===== src/rtl/wb_uart_tx.sv =====
// wb_uart_tx: Wishbone-slave 8N1 UART transmitter with a byte FIFO.
//
// Ports:
//   wb_clk_i, wb_rst_i         clock, asynchronous active-high reset
//   wbs_stb_i, wbs_cyc_i,
//   wbs_we_i, wbs_sel_i,
//   wbs_dat_i, wbs_adr_i       Wishbone request (only wbs_adr_i[3:2] decoded)
//   wbs_ack_o, wbs_dat_o       single-cycle ack, read data (0 while ack is low)
//   uart_tx_o                  serial line, idle high
//   irq_o                      TX-done interrupt
//
// Register map (wbs_adr_i[3:2]):
//   0 TXDATA  W: push dat[7:0] (sel[0])       R: 0
//   1 STATUS  R: [15:8] level, [3] overflow, [2] busy, [1] empty, [0] full
//             W: 1 to bit3 (sel[0]) clears overflow
//   2 BAUDDIV R/W [15:0], bit period = BAUDDIV+1 clocks
//   3 CTRL    bit0 irq_en
//
// Build option: define UART_TX_IRQ_EN to enable irq_o and the CTRL register;
// otherwise irq_o is 0 and CTRL reads 0.
module wb_uart_tx #(
  parameter int unsigned FIFO_DEPTH  = 8,
  parameter logic [15:0] DEFAULT_DIV = 16'd433
) (
  input  logic        wb_clk_i,
  input  logic        wb_rst_i,
  input  logic        wbs_stb_i,
  input  logic        wbs_cyc_i,
  input  logic        wbs_we_i,
  input  logic [3:0]  wbs_sel_i,
  input  logic [31:0] wbs_dat_i,
  input  logic [31:0] wbs_adr_i,
  output logic        wbs_ack_o,
  output logic [31:0] wbs_dat_o,
  output logic        uart_tx_o,
  output logic        irq_o
);

  localparam int unsigned AW = $clog2(FIFO_DEPTH);
  localparam int unsigned LW = AW + 1;

  typedef enum logic [1:0] {StIdle, StStart, StData, StStop} state_e;

  // Wishbone front end
  logic        r_ack;
  logic [31:0] r_dat;
  logic        w_req, w_wr, w_rd;
  logic [1:0]  w_adr;
  logic [31:0] w_rdata;

  // FIFO
  logic [7:0]    r_mem [FIFO_DEPTH];
  logic [AW:0]   r_wptr, r_rptr;
  logic [LW-1:0] w_level;
  logic          w_full, w_empty, w_push, w_push_ok, w_pop;
  logic          r_ovf;

  // Config
  logic [15:0] r_baud;
  logic        w_irq_en;

  // Transmitter
  state_e      r_state, w_state_d;
  logic [15:0] r_cnt, w_cnt_d, r_div, w_div_d;
  logic [2:0]  r_bit, w_bit_d;
  logic [7:0]  r_shift, w_shift_d;
  logic        w_cnt_end, w_busy;

  logic w_unused_ok;
  assign w_unused_ok = ^{wbs_adr_i[31:4], wbs_adr_i[1:0], wbs_dat_i[31:16], wbs_sel_i[3:2]};

  // A request is taken only while ack is low, which forces the idle cycle after each ack.
  assign w_req = wbs_stb_i & wbs_cyc_i & ~r_ack;
  assign w_wr  = w_req & wbs_we_i;
  assign w_rd  = w_req & ~wbs_we_i;
  assign w_adr = wbs_adr_i[3:2];

  assign w_empty = (r_wptr == r_rptr);
  assign w_full  = (r_wptr[AW] != r_rptr[AW]) && (r_wptr[AW-1:0] == r_rptr[AW-1:0]);
  assign w_level = r_wptr - r_rptr;
  assign w_busy  = (r_state != StIdle);

  assign w_push    = w_wr && (w_adr == 2'd0) && wbs_sel_i[0];
  // A pop on the same edge frees a slot, so a push into a full FIFO still lands.
  assign w_push_ok = w_push && (!w_full || w_pop);

  always_comb begin
    w_rdata = '0;
    case (w_adr)
      2'd1:    w_rdata = {16'd0, {(8 - LW){1'b0}}, w_level, 4'd0, r_ovf, w_busy, w_empty, w_full};
      2'd2:    w_rdata = {16'd0, r_baud};
      2'd3:    w_rdata = {31'd0, w_irq_en};
      default: w_rdata = '0;
    endcase
  end

  always_ff @(posedge wb_clk_i or posedge wb_rst_i) begin
    if (wb_rst_i) begin
      r_ack <= 1'b0;
      r_dat <= '0;
    end else begin
      r_ack <= w_req;
      r_dat <= w_rd ? w_rdata : 32'd0;
    end
  end

  assign wbs_ack_o = r_ack;
  assign wbs_dat_o = r_dat;

  always_ff @(posedge wb_clk_i) begin
    if (w_push_ok) r_mem[r_wptr[AW-1:0]] <= wbs_dat_i[7:0];
  end

  always_ff @(posedge wb_clk_i or posedge wb_rst_i) begin
    if (wb_rst_i) begin
      r_wptr <= '0;
      r_rptr <= '0;
      r_ovf  <= 1'b0;
      r_baud <= DEFAULT_DIV;
    end else begin
      if (w_push_ok) r_wptr <= r_wptr + {{AW{1'b0}}, 1'b1};
      if (w_pop)     r_rptr <= r_rptr + {{AW{1'b0}}, 1'b1};
      if (w_push && !w_push_ok) begin
        r_ovf <= 1'b1;
      end else if (w_wr && (w_adr == 2'd1) && wbs_sel_i[0] && wbs_dat_i[3]) begin
        r_ovf <= 1'b0;
      end
      if (w_wr && (w_adr == 2'd2)) begin
        if (wbs_sel_i[0]) r_baud[7:0]  <= wbs_dat_i[7:0];
        if (wbs_sel_i[1]) r_baud[15:8] <= wbs_dat_i[15:8];
      end
    end
  end

  // Transmitter: every state lasts r_div+1 clocks; the divisor is sampled at frame start.
  assign w_cnt_end = (r_cnt == r_div);

  always_comb begin
    w_state_d = r_state;
    w_cnt_d   = r_cnt;
    w_bit_d   = r_bit;
    w_shift_d = r_shift;
    w_div_d   = r_div;
    w_pop     = 1'b0;
    case (r_state)
      StIdle: begin
        if (!w_empty) begin
          w_state_d = StStart;
          w_pop     = 1'b1;
          w_shift_d = r_mem[r_rptr[AW-1:0]];
          w_div_d   = r_baud;
          w_cnt_d   = '0;
        end
      end
      StStart: begin
        if (w_cnt_end) begin
          w_state_d = StData;
          w_cnt_d   = '0;
          w_bit_d   = '0;
        end else begin
          w_cnt_d = r_cnt + 16'd1;
        end
      end
      StData: begin
        if (w_cnt_end) begin
          w_cnt_d   = '0;
          w_shift_d = {1'b0, r_shift[7:1]};
          if (r_bit == 3'd7) w_state_d = StStop;
          else               w_bit_d   = r_bit + 3'd1;
        end else begin
          w_cnt_d = r_cnt + 16'd1;
        end
      end
      StStop: begin
        if (w_cnt_end) begin
          w_cnt_d = '0;
          if (!w_empty) begin
            w_state_d = StStart;
            w_pop     = 1'b1;
            w_shift_d = r_mem[r_rptr[AW-1:0]];
            w_div_d   = r_baud;
          end else begin
            w_state_d = StIdle;
          end
        end else begin
          w_cnt_d = r_cnt + 16'd1;
        end
      end
      default: w_state_d = StIdle;
    endcase
  end

  always_ff @(posedge wb_clk_i or posedge wb_rst_i) begin
    if (wb_rst_i) begin
      r_state <= StIdle;
      r_cnt   <= '0;
      r_bit   <= '0;
      r_shift <= '0;
      r_div   <= DEFAULT_DIV;
    end else begin
      r_state <= w_state_d;
      r_cnt   <= w_cnt_d;
      r_bit   <= w_bit_d;
      r_shift <= w_shift_d;
      r_div   <= w_div_d;
    end
  end

  // Decoded from reset-cleared state so the line returns high as soon as reset asserts.
  always_comb begin
    uart_tx_o = 1'b1;
    case (r_state)
      StStart: uart_tx_o = 1'b0;
      StData:  uart_tx_o = r_shift[0];
      default: uart_tx_o = 1'b1;
    endcase
  end

`ifdef UART_TX_IRQ_EN
  logic r_irq_en, r_irq;

  always_ff @(posedge wb_clk_i or posedge wb_rst_i) begin
    if (wb_rst_i) begin
      r_irq_en <= 1'b0;
      r_irq    <= 1'b0;
    end else begin
      if (w_wr && (w_adr == 2'd3) && wbs_sel_i[0]) r_irq_en <= wbs_dat_i[0];
      r_irq <= r_irq_en & w_empty & ~w_busy;
    end
  end

  assign w_irq_en = r_irq_en;
  assign irq_o    = r_irq;
`else
  assign w_irq_en = 1'b0;
  assign irq_o    = 1'b0;
`endif

endmodule

===== config.mk =====
export PLATFORM = sky130hd
export DESIGN_NAME = wb_uart_tx
export DESIGN_NICKNAME = d
export VERILOG_FILES = /design/src/rtl/wb_uart_tx.sv
export SDC_FILE = /design/constraint.sdc
export NUM_CORES = 1
export LEC_CHECK = 0
export CORE_MARGIN = 2
export CORE_UTILIZATION = 54
export CTS_CLUSTER_DIAMETER = 150
export DETAILED_ROUTE_END_ITERATION = 8
export PLACE_DENSITY_LB_ADDON = 0.25
export REMOVE_ABC_BUFFERS = 1
export SETUP_SLACK_MARGIN = 0.1
export SYNTH_ARGS = -nofsm -noshare
export SYNTH_HDL_FRONTEND = slang
export SYNTH_SLANG_ARGS = --single-unit

===== constraint.sdc =====
create_clock -name wb_clk_i -period 4.43 [get_ports wb_clk_i]
set_clock_uncertainty 0.1 [all_clocks]
set_input_delay 0.886 -clock wb_clk_i [delete_from_list [all_inputs] [get_ports wb_clk_i]]
set_output_delay 0.886 -clock wb_clk_i [all_outputs]
set_load 0.02 [all_outputs]

# == Word-level counts from Yosys, hierarchy flattened ==
# Memories as Yosys holds them, arrays and structs flattened.
# Index checks and enable logic that the tools add are counted.
# totals
word_cells,97
ram_bits,64
mem_count,1
in_bits,73
register_bits,103
# classes
bitwise_logic,6
reduce_logical,26
n_eq_ne,16
n_mux,31
addsub,5
# mem_list
name,words,width,rd,rd_clocked_by_memory_dff,wr,line,text
r_mem,8,8,1,0,1,52,logic [7:0] r_mem [FIFO_DEPTH];
# op_table
operator,n
one-hot mux 16 bit (2 select lines),3
two-way mux 16 bit,4
two-way mux 32 bit,1
two-way mux 8 bit,3
one-hot mux 8 bit (3 select lines),1
adder 16 x 1 -> 16 bit (second input constant),1
equality test 16 bit,1
inequality test 2 bit (second input constant),6
two-way mux 2 bit,5
logical AND 1 bit,9
two-way mux 3 bit,3
adder 4 x 1 -> 4 bit (second input constant),2
one-hot mux 2 bit (4 select lines),1
nonzero test 2 bit,4
two-way mux 1 bit,7
equality test 2 bit (second input constant),3
one-hot mux 3 bit (2 select lines),1
AND reduction 2 bit,3
AND reduction 5 bit,1
AND 1 bit,4
equality test 2 x 1 -> 1 bit (second input constant),2
equality test 4 bit,1
logical NOT 2 bit,2
one-hot mux 1 bit (2 select lines),2
12 further kinds,14

# == Logic depth before layout (Yosys ltp) ==
# logic_depth
depth_word,9
mapped_depth,11

# == Worst setup path before layout ==
# No wires, ideal clock.
# synth_timing
kind,flip-flop to flip-flop
from,register r_rptr[1]
to,"memory r_mem[0][0], enable pin"
synth_period_minus_slack_ns,3.484
path_slack_ns,0.946
path_stages_with_launch,12
n_path_buf,3
setup_ns,0.395
t_arrival_ns,2.990
path_cell_list,dfrtp_1 -> clkbuf_1 -> clkbuf_1 -> inv_1 -> ha_1 -> nand3_1 -> nor2_1 -> nor2_1 -> a31o_1 -> buf_6 -> o21ai_4 -> nor4_1
# synth_between
elab_chain_len,8
word_cells_on_any_way,11
cone_classes,eq/ne: 2; mux: 5; reduce/logical: 4
# synth_lines
item,line,text
start: declaration,53,"logic [AW:0] r_wptr, r_rptr;"
start signal: assignment,122,"if (w_pop) r_rptr <= r_rptr + {{AW{1'b0}}, 1'b1};"
equality test 4 bit,78,assign w_empty = (r_wptr == r_rptr);
two-way mux 1 bit,"147, 177",
two-way mux 1 bit,175,if (w_cnt_end) begin
one-hot mux 1 bit (2 select lines),145,case (r_state)
logical OR 1 bit *,85,assign w_push_ok = w_push && (!w_full || w_pop);
logical AND 1 bit *,85,
two-way mux 1 bit *,111,if (w_push_ok) r_mem[r_wptr[AW-1:0]] <= wbs_dat_i[7:0];
two-way mux 1 bit (not written as such) *,111,
end: declaration,52,
# Every way passes the cells marked *; elsewhere a longest branch is shown, timed or not.

# == Worst setup path after layout ==
# layout_timing
from,register r_state[0]
to,output port uart_tx_o
# layout_between
elab_chain_len,2
word_cells_on_any_way,3
cone_classes,eq/ne: 2; mux: 1
# layout_lines
item,line,text
start: declaration,63,"state_e r_state, w_state_d;"
start signal: assignment,195,r_state <= StIdle;
start signal: assignment,201,r_state <= w_state_d;
equality test 2 bit or equality test 2 x 1 -> 1 bit (tied branches),212,case (r_state)
one-hot mux 1 bit (2 select lines) *,212,
end: declaration,35,"output logic uart_tx_o,"
# Marks and branches as above.

==> metrics.md <==
| Metric | Value |
|---|---|
| Final Hold Fails | 0 |
| CTS sink count | 151 |
| Largest net degree at the start of global routing | 60 |
| Core box area | 12,100 um2 |
| Synth top area share | 0.287 |
| Combinational Power Share | 0.311 |
| Slew headroom | 0.323 |
| # resized after CTS | 0 |
| Register area share after synthesis | 0.613 |
| Total GRT Usage | 0.216 |
| CP arrival | 2.38 ns |
| # fillers | 892 |
| Final slew viol count | 0 |
| Commonest non-fill, non-tap cell in the layout | dfrtp_1 |
| Grt total ovfl | 0 |
| Internal power | between 3 and 4 mW |
| Startpoint types | register |
| Worst path buffer plus inverter count | 2 |
| Min-delay worst type | reg2reg |
| DRC viols | 0 |
| Clk buf depth | 2 |
| Post-layout min period | roughly 3.4 ns |
| Part of the power in the clock network | 0.292 |
| Total CTS buffers | 17 |
| Diodes inserted | 0 |
| Setup crit end kind | output port |
| Max-cap violations | 0 |
| HPWL Detailed | 8860 um |
| Kind of critical path | reg2out |
| Clk slew on worst S/H paths | approximately 0.050 ns |
| Most frequent cells in the layout | 77 x dfrtp_1, 64 x edfxtp_1, 47 x nand2_1, 42 x clkdlybuf4s50_1, 38 x o21ai_0 |
| Async SR Flop Fraction | 0.576 |
| Final GP Congestion | roughly 0.85 |
| Via density | 5.49 |
| First-pass detailed-route iteration total | 4 |
| # port buffers | between 40 and 50 |
| Netlist cell types | 44 |
| Synthesized instance count | approximately 500 |
| Sw Share | 0.325 |
| Drt total wl | between 10,000 and 15,000 um |
| Syn Area/Cell | 13.4 um2 |
| Dpl ws | between 1 and 1.5 ns |
| Slowest cell on crit path | clkdlybuf4s50_1 |
| Req. time, crit path | roughly 3.4 ns |
| Initial Util | 0.556 |
| RSZ-0062 raised after global routing | no |
| Area Overhead vs Synth | 17.2% |
| Post-route setup slack | 1.07 ns |
| FMAX | slightly below 300 MHz |
| Die height | 115 um |
| Die Span X | between 100 and 150 um |
| Period utilisation layout | 0.759 |
| Drt wl/cell | 17.5 um |
| Total power | roughly 4.6 mW |
| Routed Antenna Nets | 0 |
| Net Switching | between 1 and 1.5 mW |
| H-Tree Depth | 4 |
| Dominant synthesized flop cell | dfrtp_1 |
| CTS tree | built |
| Die Footprint | 13,300 um2 |
| CTS root buf | clkbuf_16 |
| Largest stage delay, worst path | 0.63 ns |
| Synth top area cells | dfrtp_1 29%, edfxtp_1 29%, mux2_2 5.4% |
| Yosys warns | 0 |
| Flops & latches, synth | between 150 and 200 |
| Area leader, netlist | dfrtp_1 |
| Layout cell share with drive strength beyond 1 | 0.187 |
| Vias | around 4,000 |
| Post-Syn Area | roughly 6700 um2 |
| Fin nets | around 650 |
| Leakage | around 3.2 nW |
| Final TNS setup | 0 ns |
| Setup Viol. Count Final | 0 |
| Post-synth EDFFs | 64 |
| Critical-path cell list | inv_1 > ha_1 > nand2_1 > o21ai_0 > clkdlybuf4s50_1 |
| Initial DRC count | ~210 |
| Worst-skew pair later-pin latency | between 0.4 and 0.5 ns |
| Antenna violations before repair | 0 |
| Ports | between 100 and 150 |
| Vias in the first global route | roughly 4,200 |
| PD cells | ~600 nW/um2 |
| FP Rows | 40 |
| Worst Max-Slew Pin Slew | between 1 and 1.5 ns |
| Seq pwr share | 0.397 |
| Crit path max fanout | 21 |
| First-pass GRT wire length | ~21,000 um |
| CP delay by family, top | buffers and inverters |
| Max VDD drop | 0.363 mV |
| Status | completed |
| Hold buffer count at CTS | 0 |
| Post-CTS setup buffers | 0 |
-- cell families (layout without fill, tap and decap cells) --
family | after synthesis | in the layout | synth area share
compound gates | 73 | 73 | 0.0672
xor+xnor | 30 | 30 | 0.0392
fa+ha+maj | 17 | 17 | 0.0329
buf+inv | 49 | 106 | 0.0388
flops | 151 | 151 | 0.613
mux | 58 | 58 | 0.123
other cells | 1 | 17 | 0.000559
simple gates | 120 | 120 | 0.0848
-- per-layer routing --
metal / global-route usage / part of all wire
met5: 0 / 0
met3: 0.0544 / 0.038
met1: 0.307 / 0.46
met2: 0.329 / 0.49
met4: 0.0779 / 0.015
-- power by group through the flow --
stage          Clock [mW]  Sequential [mW]  Combinational, mW
3_3_place_gp            0             1.84               1.39
4_1_cts              1.37             1.82               1.44
3_5_place_dp            0             1.85               1.44
5_1_grt              1.43             1.85               1.59
6_report             1.34             1.83               1.43
2_1_floorplan           0             1.85               1.04
-- synthesized netlist by cell type (2+ instances only) --
cell,instances
ha_1,16
inv_1,18
dfstp_2,10
a22oi_1,9
nand4_1,6
dfrtp_1,77
buf_2,4
nor4_1,8
xnor2_1,24
o21ai_0,38
clkbuf_1,8
nand2_1,47
xor2_1,6
edfxtp_1,64
nor3_1,6
mux2i_1,9
nand3_1,10
nor2b_1,2
o31ai_1,4
nor2_1,24
and3_1,14
a21oi_1,10
o211ai_1,2
buf_4,17
mux4_2,16
mux2_2,32
-- per-stage QoR --
stage          cell area [um2]  hold slack, ns  utilization  cells
3_5_place_dp              7300           0.374        0.605    708
2_1_floorplan             6570           0.348            -    485
5_1_grt                   7850           0.409        0.651    740
4_1_cts                   7850           0.387        0.651    740
3_3_place_gp              7300           0.361        0.605    708
6_report                  7850           0.381        0.651    740
-- final timing paths --
| check | cells past startpoint | to | start | slack (ns) |
|---|---|---|---|---|
| worst min-delay path | 2 | r_shift[1] | r_shift[1] | 0.38 |
| worst max-delay path | 5 | uart_tx_o | r_state[0] | 1.07 |
| min in group asynchronous | 2 | wbs_dat_o[14] | wb_rst_i | 0.89 |
| worst max register to register | 9 | r_mem[3][4] | r_rptr[2] | 1.40 |
| worst min register to register | 2 | r_shift[1] | r_shift[1] | 0.38 |
| max in group asynchronous | 3 | r_shift[5] | wb_rst_i | 2.43 |
-- state kept, by name (all words and copies together), names as in the netlist --
signal,count
r_bit,3
r_rptr,4
r_baud,16
r_ovf,1
r_div,16
wbs_ack_o,1
r_wptr,4
wbs_dat_o,16
r_shift,8
r_state,2
r_mem,64
r_cnt,16
-- worst register-to-register path, cell delays in order, from the launching register on --
cell and delay (ns):
dfrtp_1 0.42, inv_2 0.26, ha_1 0.34, nand3_1 0.19, nor2_1 0.14, nor2_1 0.17, a31o_1 0.46, o21ai_4 0.18
nor4_1 0.21, buf_4 0.25
-- layout make-up --
type | instances | area, um2 | share of cell area
clock inverter | 10 | 96.3 | 0.0123
inverter | 19 | 72.6 | 0.00924
multi-input combinational | 315 | 2390 | 0.304
timing repair buffer | 55 | 518 | 0.0660
tap | 168 | 210 | 0.0268
clock buffer | 22 | 454 | 0.0578
sequential | 151 | 4110 | 0.523
No activity file was read; power rests on OpenSTA's default activity.
